File: src/rtl/core_run_ctl.sv
// Run/halt/step sequencer for the core: owns core clock-enable and core reset.
// Optional PC breakpoint logic is compiled in when CORE_RUN_CTL_BP_EN is defined.
`ifndef PC_LEN
`define PC_LEN 16
`endif

module core_run_ctl #(
  parameter int PC_W    = `PC_LEN,
  parameter int RST_CYC = 4
) (
  input  logic            clk,
  input  logic            rstn,
  input  logic            cmd_valid,
  output logic            cmd_ready,
  input  logic [2:0]      cmd_op,
  input  logic [PC_W-1:0] cmd_arg,
  input  logic [PC_W-1:0] core_pc,
  output logic            core_en,
  output logic            core_rstn,
  output logic            halted,
  output logic            bp_hit,
  output logic [1:0]      state
);

  localparam int RST_W = (RST_CYC > 1) ? $clog2(RST_CYC) : 1;
  localparam logic [RST_W-1:0] RST_LOAD = RST_W'(RST_CYC - 1);
  localparam logic [RST_W-1:0] RST_ONE  = RST_W'(1);
  localparam logic [PC_W-1:0]  PC_ONE   = PC_W'(1);

  localparam logic [2:0] OP_RUN    = 3'd1;
  localparam logic [2:0] OP_HALT   = 3'd2;
  localparam logic [2:0] OP_STEP   = 3'd3;
  localparam logic [2:0] OP_SET_BP = 3'd4;
  localparam logic [2:0] OP_CLR_BP = 3'd5;
  localparam logic [2:0] OP_CRESET = 3'd6;

  typedef enum logic [1:0] {
    ST_RST_HOLD = 2'd0,
    ST_HALT     = 2'd1,
    ST_RUN      = 2'd2,
    ST_STEP     = 2'd3
  } state_t;

  state_t            state_reg, state_next;
  logic [RST_W-1:0]  rst_cnt_reg, rst_cnt_next;
  logic [PC_W-1:0]   step_cnt_reg, step_cnt_next;
  logic              accept;
  logic              match;
  logic              bp_set, bp_clr, hit_set, hit_clr, skip_set;

  assign cmd_ready = (state_reg == ST_HALT) || (state_reg == ST_RUN);
  assign accept    = cmd_valid && cmd_ready;
  // A breakpoint match gates the enable in the same cycle, so the bp instruction never retires.
  assign core_en   = ((state_reg == ST_RUN) && !match) || (state_reg == ST_STEP);
  assign core_rstn = (state_reg != ST_RST_HOLD);
  assign halted    = (state_reg == ST_HALT);
  assign state     = state_reg;

  always_ff @(posedge clk or negedge rstn) begin
    if (!rstn) begin
      state_reg    <= ST_RST_HOLD;
      rst_cnt_reg  <= RST_LOAD;
      step_cnt_reg <= '0;
    end else begin
      state_reg    <= state_next;
      rst_cnt_reg  <= rst_cnt_next;
      step_cnt_reg <= step_cnt_next;
    end
  end

  always_comb begin
    state_next    = state_reg;
    rst_cnt_next  = rst_cnt_reg;
    step_cnt_next = step_cnt_reg;
    bp_set        = 1'b0;
    bp_clr        = 1'b0;
    hit_set       = 1'b0;
    hit_clr       = 1'b0;
    skip_set      = 1'b0;
    case (state_reg)
      ST_RST_HOLD: begin
        if (rst_cnt_reg == '0) state_next = ST_HALT;
        else                   rst_cnt_next = rst_cnt_reg - RST_ONE;
      end
      ST_HALT: begin
        if (accept) begin
          case (cmd_op)
            OP_RUN: begin
              state_next = ST_RUN;
              skip_set   = 1'b1;
              hit_clr    = 1'b1;
            end
            OP_STEP: begin
              step_cnt_next = (cmd_arg == '0) ? PC_ONE : cmd_arg;
              state_next    = ST_STEP;
              skip_set      = 1'b1;
              hit_clr       = 1'b1;
            end
            OP_SET_BP: bp_set = 1'b1;
            OP_CLR_BP: bp_clr = 1'b1;
            OP_CRESET: begin
              rst_cnt_next = RST_LOAD;
              state_next   = ST_RST_HOLD;
              hit_clr      = 1'b1;
            end
            default: ;
          endcase
        end
      end
      ST_RUN: begin
        if (accept && (cmd_op == OP_RUN || cmd_op == OP_STEP)) hit_clr = 1'b1;
        if (accept && cmd_op == OP_SET_BP) bp_set = 1'b1;
        if (accept && cmd_op == OP_CLR_BP) bp_clr = 1'b1;
        // Core reset outranks a breakpoint hit; a HALT racing a hit still reports the hit.
        if (accept && cmd_op == OP_CRESET) begin
          rst_cnt_next = RST_LOAD;
          state_next   = ST_RST_HOLD;
          hit_clr      = 1'b1;
        end else if (match) begin
          state_next = ST_HALT;
          hit_set    = 1'b1;
        end else if (accept && cmd_op == OP_HALT) begin
          state_next = ST_HALT;
        end
      end
      ST_STEP: begin
        step_cnt_next = step_cnt_reg - PC_ONE;
        if (match) hit_set = 1'b1;
        if (step_cnt_reg == PC_ONE || match) state_next = ST_HALT;
      end
      default: state_next = ST_RST_HOLD;
    endcase
  end

`ifdef CORE_RUN_CTL_BP_EN
  logic [PC_W-1:0] bp_reg;
  logic            bp_valid_reg;
  logic            skip_reg;
  logic            bp_hit_reg;

  // skip masks the first enabled cycle after RUN/STEP so a resume can leave the bp PC.
  assign match  = bp_valid_reg && (core_pc == bp_reg) && !skip_reg &&
                  ((state_reg == ST_RUN) || (state_reg == ST_STEP));
  assign bp_hit = bp_hit_reg;

  always_ff @(posedge clk or negedge rstn) begin
    if (!rstn) begin
      bp_reg       <= '0;
      bp_valid_reg <= 1'b0;
      skip_reg     <= 1'b0;
      bp_hit_reg   <= 1'b0;
    end else begin
      if (bp_set) begin
        bp_reg       <= cmd_arg;
        bp_valid_reg <= 1'b1;
      end else if (bp_clr) begin
        bp_valid_reg <= 1'b0;
      end
      if (skip_set)     skip_reg <= 1'b1;
      else if (core_en) skip_reg <= 1'b0;
      if (hit_set)      bp_hit_reg <= 1'b1;
      else if (hit_clr) bp_hit_reg <= 1'b0;
    end
  end
`else
  logic unused_bp;
  assign match     = 1'b0;
  assign bp_hit    = 1'b0;
  assign unused_bp = ^{core_pc, bp_set, bp_clr, hit_set, hit_clr, skip_set};
`endif

endmodule

File: config.mk
export PLATFORM = sky130hd
export DESIGN_NAME = core_run_ctl
export DESIGN_NICKNAME = d
export VERILOG_FILES = /design/src/rtl/core_run_ctl.sv
export SDC_FILE = /design/constraint.sdc
export NUM_CORES = 1
export LEC_CHECK = 0
export CORE_MARGIN = 2
export CORE_UTILIZATION = 50
export CTS_CLUSTER_SIZE = 24
export DETAILED_ROUTE_END_ITERATION = 8
export PLACE_DENSITY = 0.89
export SETUP_SLACK_MARGIN = 0.02
export SYNTH_ARGS = -nofsm -noshare
export SYNTH_HDL_FRONTEND = slang
export SYNTH_SLANG_ARGS = --single-unit
File: constraint.sdc
create_clock -name clk -period 3.4 [get_ports clk]
set_clock_uncertainty 0.2 [all_clocks]
set_input_delay 0.68 -clock clk [delete_from_list [all_inputs] [get_ports clk]]
set_output_delay 0.68 -clock clk [all_outputs]
set_load 0.1 [all_outputs]
== Word-level counts from Yosys, hierarchy flattened ==
Cells that the tools add are included.

* Register bits after elaboration: 20
* Bits in latches: 0
* Bits in writable memories: 0
* Memory bits (read-only): 0
* Bits of input ports: 38
* Memories: 0

* Add/sub/neg operators: 2
* $mul: 0
* Div/mod/pow operators: 0
* $lt $le $gt $ge: 0
* Equal/unequal tests: 17
* Shift-type cells: 0
* Muxes and demuxes: 16
* Bitwise gates (word level): 0
* Reduce and logical (&&, ||, !) cells: 14

{| class="wikitable"
|+ Operators with widths
! kind !! count
|-
| 16-bit 2-to-1 mux || 3
|-
| 16-bit case mux with 2 select lines || 1
|-
| 2-bit 2-to-1 mux || 9
|-
| 16-bit by 1-bit == test with 1-bit output (second input constant) || 1
|-
| 16-bit zero test || 1
|-
| 16-bit by 1-bit subtractor with 16-bit output (second input constant) || 1
|-
| 2-bit case mux with 3 select lines || 2
|-
| 2-bit by 1-bit inequality test with 1-bit output (second input constant) || 5
|-
| 5-bit AND reduction || 2
|-
| 2-bit case mux with 4 select lines || 1
|-
| 3-bit by 2-bit == test with 1-bit output (second input constant) || 2
|-
| 2-bit == test (second input constant) || 2
|-
| 2-bit zero test || 2
|-
| 2-bit inequality test (second input constant) || 2
|-
| 4-bit by 1-bit inequality test with 1-bit output (second input constant) || 1
|-
| 2-bit nonzero test || 2
|-
| 3-bit by 1-bit == test with 1-bit output (second input constant) || 1
|-
| 3-bit == test (second input constant) || 1
|-
| 1-bit logical AND || 3
|-
| 3-bit by 1-bit inequality test with 1-bit output (second input constant) || 1
|-
| 3-bit AND reduction || 1
|-
| 3-bit nonzero test || 1
|-
| 2-bit by 1-bit == test with 1-bit output (second input constant) || 1
|-
| 1-bit logical OR || 2
|-
| 2-bit by 1-bit subtractor with 2-bit output (second input constant) || 1
|}

== Logic depth before layout (Yosys ltp) ==
* Depth after elaboration: 7
* Gate-level depth with buffers: 9
* Depth with buffers taken out: 7

== Least setup slack after synthesis ==
OpenSTA, ideal clock, no wires.

* Kind: flip-flop to flip-flop
* Start: register state_reg[0] (netlist: state[0])
* End: register step_cnt_reg[11]
* Arrival time: 3.114 ns
* Path slack: -0.051 ns
* Stages on the path, launching flop included: 9
* Period minus slack after synthesis: 3.451 ns
* Path through: dfrtp_1 > ha_1 > clkbuf_1 > nor2b_1 > a41oi_2 > clkbuf_1 > a21oi_1 > nor2_1 > a21oi_1

* Longest elaborated chain between the ends: 5

{| class="wikitable"
|+ RTL lines
! what !! RTL line !! source
|-
| from (decl) || 44 || <nowiki>state_t state_reg, state_next;</nowiki>
|-
| from (signal assigned) || 65 || <nowiki>state_reg <= state_next;</nowiki>
|-
| 2-bit by 1-bit == test with 1-bit output (*) || - ||
|-
| net halted || 20 || <nowiki>output logic halted,</nowiki>
|-
| 1-bit logical OR || 51 || <nowiki>assign cmd_ready = (state_reg == ST_HALT) || (state_reg == ST_RUN);</nowiki>
|-
| 1-bit logical AND || 52 || <nowiki>assign accept = cmd_valid && cmd_ready;</nowiki>
|-
| 2-bit by 1-bit inequality test with 1-bit output (no line) || - ||
|-
| 3-bit AND reduction (no line) || - ||
|-
| to (signal assigned) || 67 || <nowiki>step_cnt_reg <= step_cnt_next;</nowiki>
|-
| to (decl) || 46 || <nowiki>logic [PC_W-1:0] step_cnt_reg, step_cnt_next;</nowiki>
|}

The timed path passes the listed nets; every way through them passes the cells marked *.
A chain may end at the register's enable or synchronous reset.

== Final worst setup path ==
* Start: register state_reg[0] (netlist: state[0])
* End: output port core_en

* Longest elaborated chain between the ends: 2

{| class="wikitable"
|+ RTL lines
! what !! RTL line !! source
|-
| 2-bit == test || - ||
|-
| 1-bit logical OR (*) || 54 || <nowiki>assign core_en = ((state_reg == ST_RUN) && !match) || (state_reg == ST_STEP);</nowiki>
|-
| to (decl) || 18 || <nowiki>output logic core_en,</nowiki>
|}

Every way passes the cells marked *; elsewhere a longest branch is shown, timed or not.

==> flow_metrics.py <==
metrics = {
    "run_status": {
        "status": "finished, final reports clean",
    },
    "synthesis": {
        "ys_ff_latch": 20,
        "synth_cell_types": 43,
        "syn_area_um2": 1460,
        "synthCells": 181,
        "yosysTopAreaCellShare_pct": 30.8,
        "synth.avg_cell_area_um2": 8.08,
        "async_reset_ff_share_pct": 100,
        "yosysSeqAreaShare_pct": 34.4,
        "syn-num-nets": 226,
        "synthAdderAreaFrac_pct": 5.99,
        "synth_flop_cell": "dfrtp_1",
        "synth_xor_xnor_area_share_pct": 0,
        "yosys.area_share.simple_pct": 23.5,
        "synth_top_family_by_area": "compound AO/OA/AOI/OAI gates",
        "yosys_warnings": 0,
        "synth-edff-count": 0,
        "synth_compound_area_share_pct": 25.9,
        "synth_area_leaders": "dfrtp_1, a21oi_1, ha_1, nor2_1, inv_1",
        "synthMuxAreaShare_pct": 3.51,
        "yosysMostFrequentCell": "a21oi_1",
        "yosys.area.top_type": "dfrtp_1",
        "ys_top_cells_by_count": "a21oi_1, dfrtp_1, nor2_1, inv_1, nor3_1",
    },
    "job": {
        "drv_cap": 0,
    },
    "hold_path": {
        "hold_class": "reg2reg",
        "hp-start": "rst_cnt_reg[1]",
        "whs_endpoint": "rst_cnt_reg[1]",
        "whs_path_depth": 1,
    },
    "setup_path": {
        "arrival_ns": 1.57,
        "required_ns": 2.52,
        "reg2regPathDepth": 7,
        "max_stage_delay_ns": 0.43,
        "rr_endpoint": "step_cnt_reg[12]",
        "end_kind": "primary output",
        "path_class": "reg2out",
        "crit_path_max_fanout": 5,
        "reg2reg_slack_ns": 1.17,
        "r2r_start": "step_cnt_reg[0]",
        "crit_buf_inv": 2,
        "cp_top_family": "flip-flops",
        "slowest_stage": "dfrtp_1",
        "start_kind": "flop",
        "worstPathCellList": "inv_1, ha_1, or2_2, buf_12",
    },
    "global_route": {
        "grt_pass1_wl_mm": 5.57,
        "grt_usage_pct": 21.1,
        "antenna_found_initial": 0,
        "grt_pass1_vias": 1333,
        "grt_max_degree": 44,
        "grt_overflow": 0,
    },
    "final_layout": {
        "final_core_util_pct": 65.3,
        "multiInputGateArea_um2": 868,
        "num-nets-final": 251,
        "area_delta_synth_final_pct": 23.2,
        "antenna_cells": 0,
        "seq_area_um2": 503,
        "drive_gt1_share_pct": 10.7,
        "fillerInstances": 251,
        "largest_register_ffs": 16,
    },
    "die": {
        "rows": 19,
        "die_w_um": 58.1,
        "dieArea_um2": 3370,
        "fp.dieH_um": 58.1,
        "num_io_pins": 45,
        "core_region_area_um2": 2760,
        "initial_core_util_pct": 53.0,
    },
    "clock_network": {
        "cts_root_buf": "clkbuf_4",
        "htree_levels": 1,
        "numCtsBuffers": 3,
        "post_cts_buffers": 0,
        "clock-sinks": 20,
        "cts_tree": "built",
        "max-clock-path-buffers": 2,
        "clk_pin_slew_ns": 0.13,
        "clock_latency_ns": 0.33,
        "cts-hold-fix-buffers": 0,
        "cts_resized": 0,
    },
    "sta": {
        "setup_viol": 0,
        "finalCritPeriodShare_pct": 72.1,
        "rsz0062_at_grt": "false",
        "clock.fmax_mhz": 408,
        "fin_crit_ns": 2.45,
        "fin_tns_setup_ns": 0,
        "relSlewSlack_pct": 40.5,
        "worstMarginPinSlew_ns": 0.889,
        "fin_ws_ns": 0.948,
        "holdWs_ns": 0.318,
        "hold_viol_final": 0,
        "finalMaxSlewViolations": 0,
    },
    "drt": {
        "dr.pass1.iters": 4,
        "ant_nets": 0,
        "drt_iter0_markers": 36,
        "via_count": 1444,
        "drt-total-wl_mm": 3.31,
        "avgRoutedWirePerCell_um": 14.0,
        "drcViolationCount": 0,
        "viasPerCell": 6.12,
    },
    "pwr": {
        "p_total_uw": 1680,
        "ir_drop_v": 0.000974,
        "leakage_uw": 0.000726,
        "power_density_nw_per_um2": 934,
    },
    "place": {
        "io_buffers": 27,
        "dp_slack_ns": 0.728,
        "hpwl_mm": 2.45,
        "place.gp.congestion": 0.866,
    },
}
power by group:
part	leakage [µW]	switching (µW)	internal (µW)
Clock	0.0000279	83.1	119
Sequential	0.000227	132	363
Combinational	0.000470	659	326
cells by family (layout without fill, tap and decap cells):
logic type,Yosys count,after routing
adders and majority gates,7,7
DFF,20,20
muxes,5,5
other,1,1
and+or+nand+nor,64,64
buffers and inverters,24,48
AOI/OAI and AO/OA,60,60
through the flow:
stage                     std cells  cell area (µm²)
final                           236             1800
after global routing            236             1800
after CTS                       236             1800
after detailed placement        232             1750
after global placement          232             1750
after floorplan                 181             1470
routing by layer:
| layer | part of all wire [%] | global-route usage, % |
|---|---|---|
| met2 | 49 | 36.0 |
| met1 | 44 | 26.6 |
| met3 | 4.5 | 2.68 |
| met5 | 0 | 0 |
| met4 | 1.9 | 9.30 |
worst max-delay path by stage:
| stage | cells after the start | slack (ns) | to | from |
|---|---|---|---|---|
| 2_1_floorplan | 7 | 0.01 | state[0] | state[1] |
| 6_report | 4 | 0.95 | core_en | state[0] |
| 3_3_place_gp | 6 | 0.75 | state[0] | cmd_op[1] |
| 5_1_grt | 4 | 0.87 | core_en | state[0] |
| 3_5_place_dp | 6 | 0.73 | state[0] | cmd_op[1] |
| 4_1_cts | 4 | 0.94 | core_en | state[0] |
layout by cell type (no fill, tap or decap), types with 3 or more instances in the layout:
cell and n:
clkdlybuf4s50_1 21, clkbuf_4 3, a21oi_1 23, nand3_1 5
nor2b_1 3, nand2_1 8, a31oi_1 5, a41o_1 3
mux2i_1 4, inv_1 15, nor2_1 17, o21ai_0 9
buf_4 7, nor4_1 3, dfrtp_1 18, nand4_1 4
ha_1 6, o22ai_1 7, nor3_1 10
worst register-to-register path: cells and delay by family, from the launching register on:
kind,cells,cell delay (ns)
simple gates,3,0.86
compound gates,2,0.31
fa+ha+maj,1,0.25
buf+inv,1,0.10
flops,1,0.43
area by class of cell:
class / count / area share (%)
Sequential cell: 20 / 27.9
Clock buffer: 3 / 1.25
Tap cell: 31 / 2.15
Inverter: 15 / 3.12
Timing Repair Buffer: 29 / 15.7
Multi-Input combinational cell: 137 / 48.2
Clock inverter: 1 / 1.67
No activity file was read; power rests on OpenSTA's default activity.
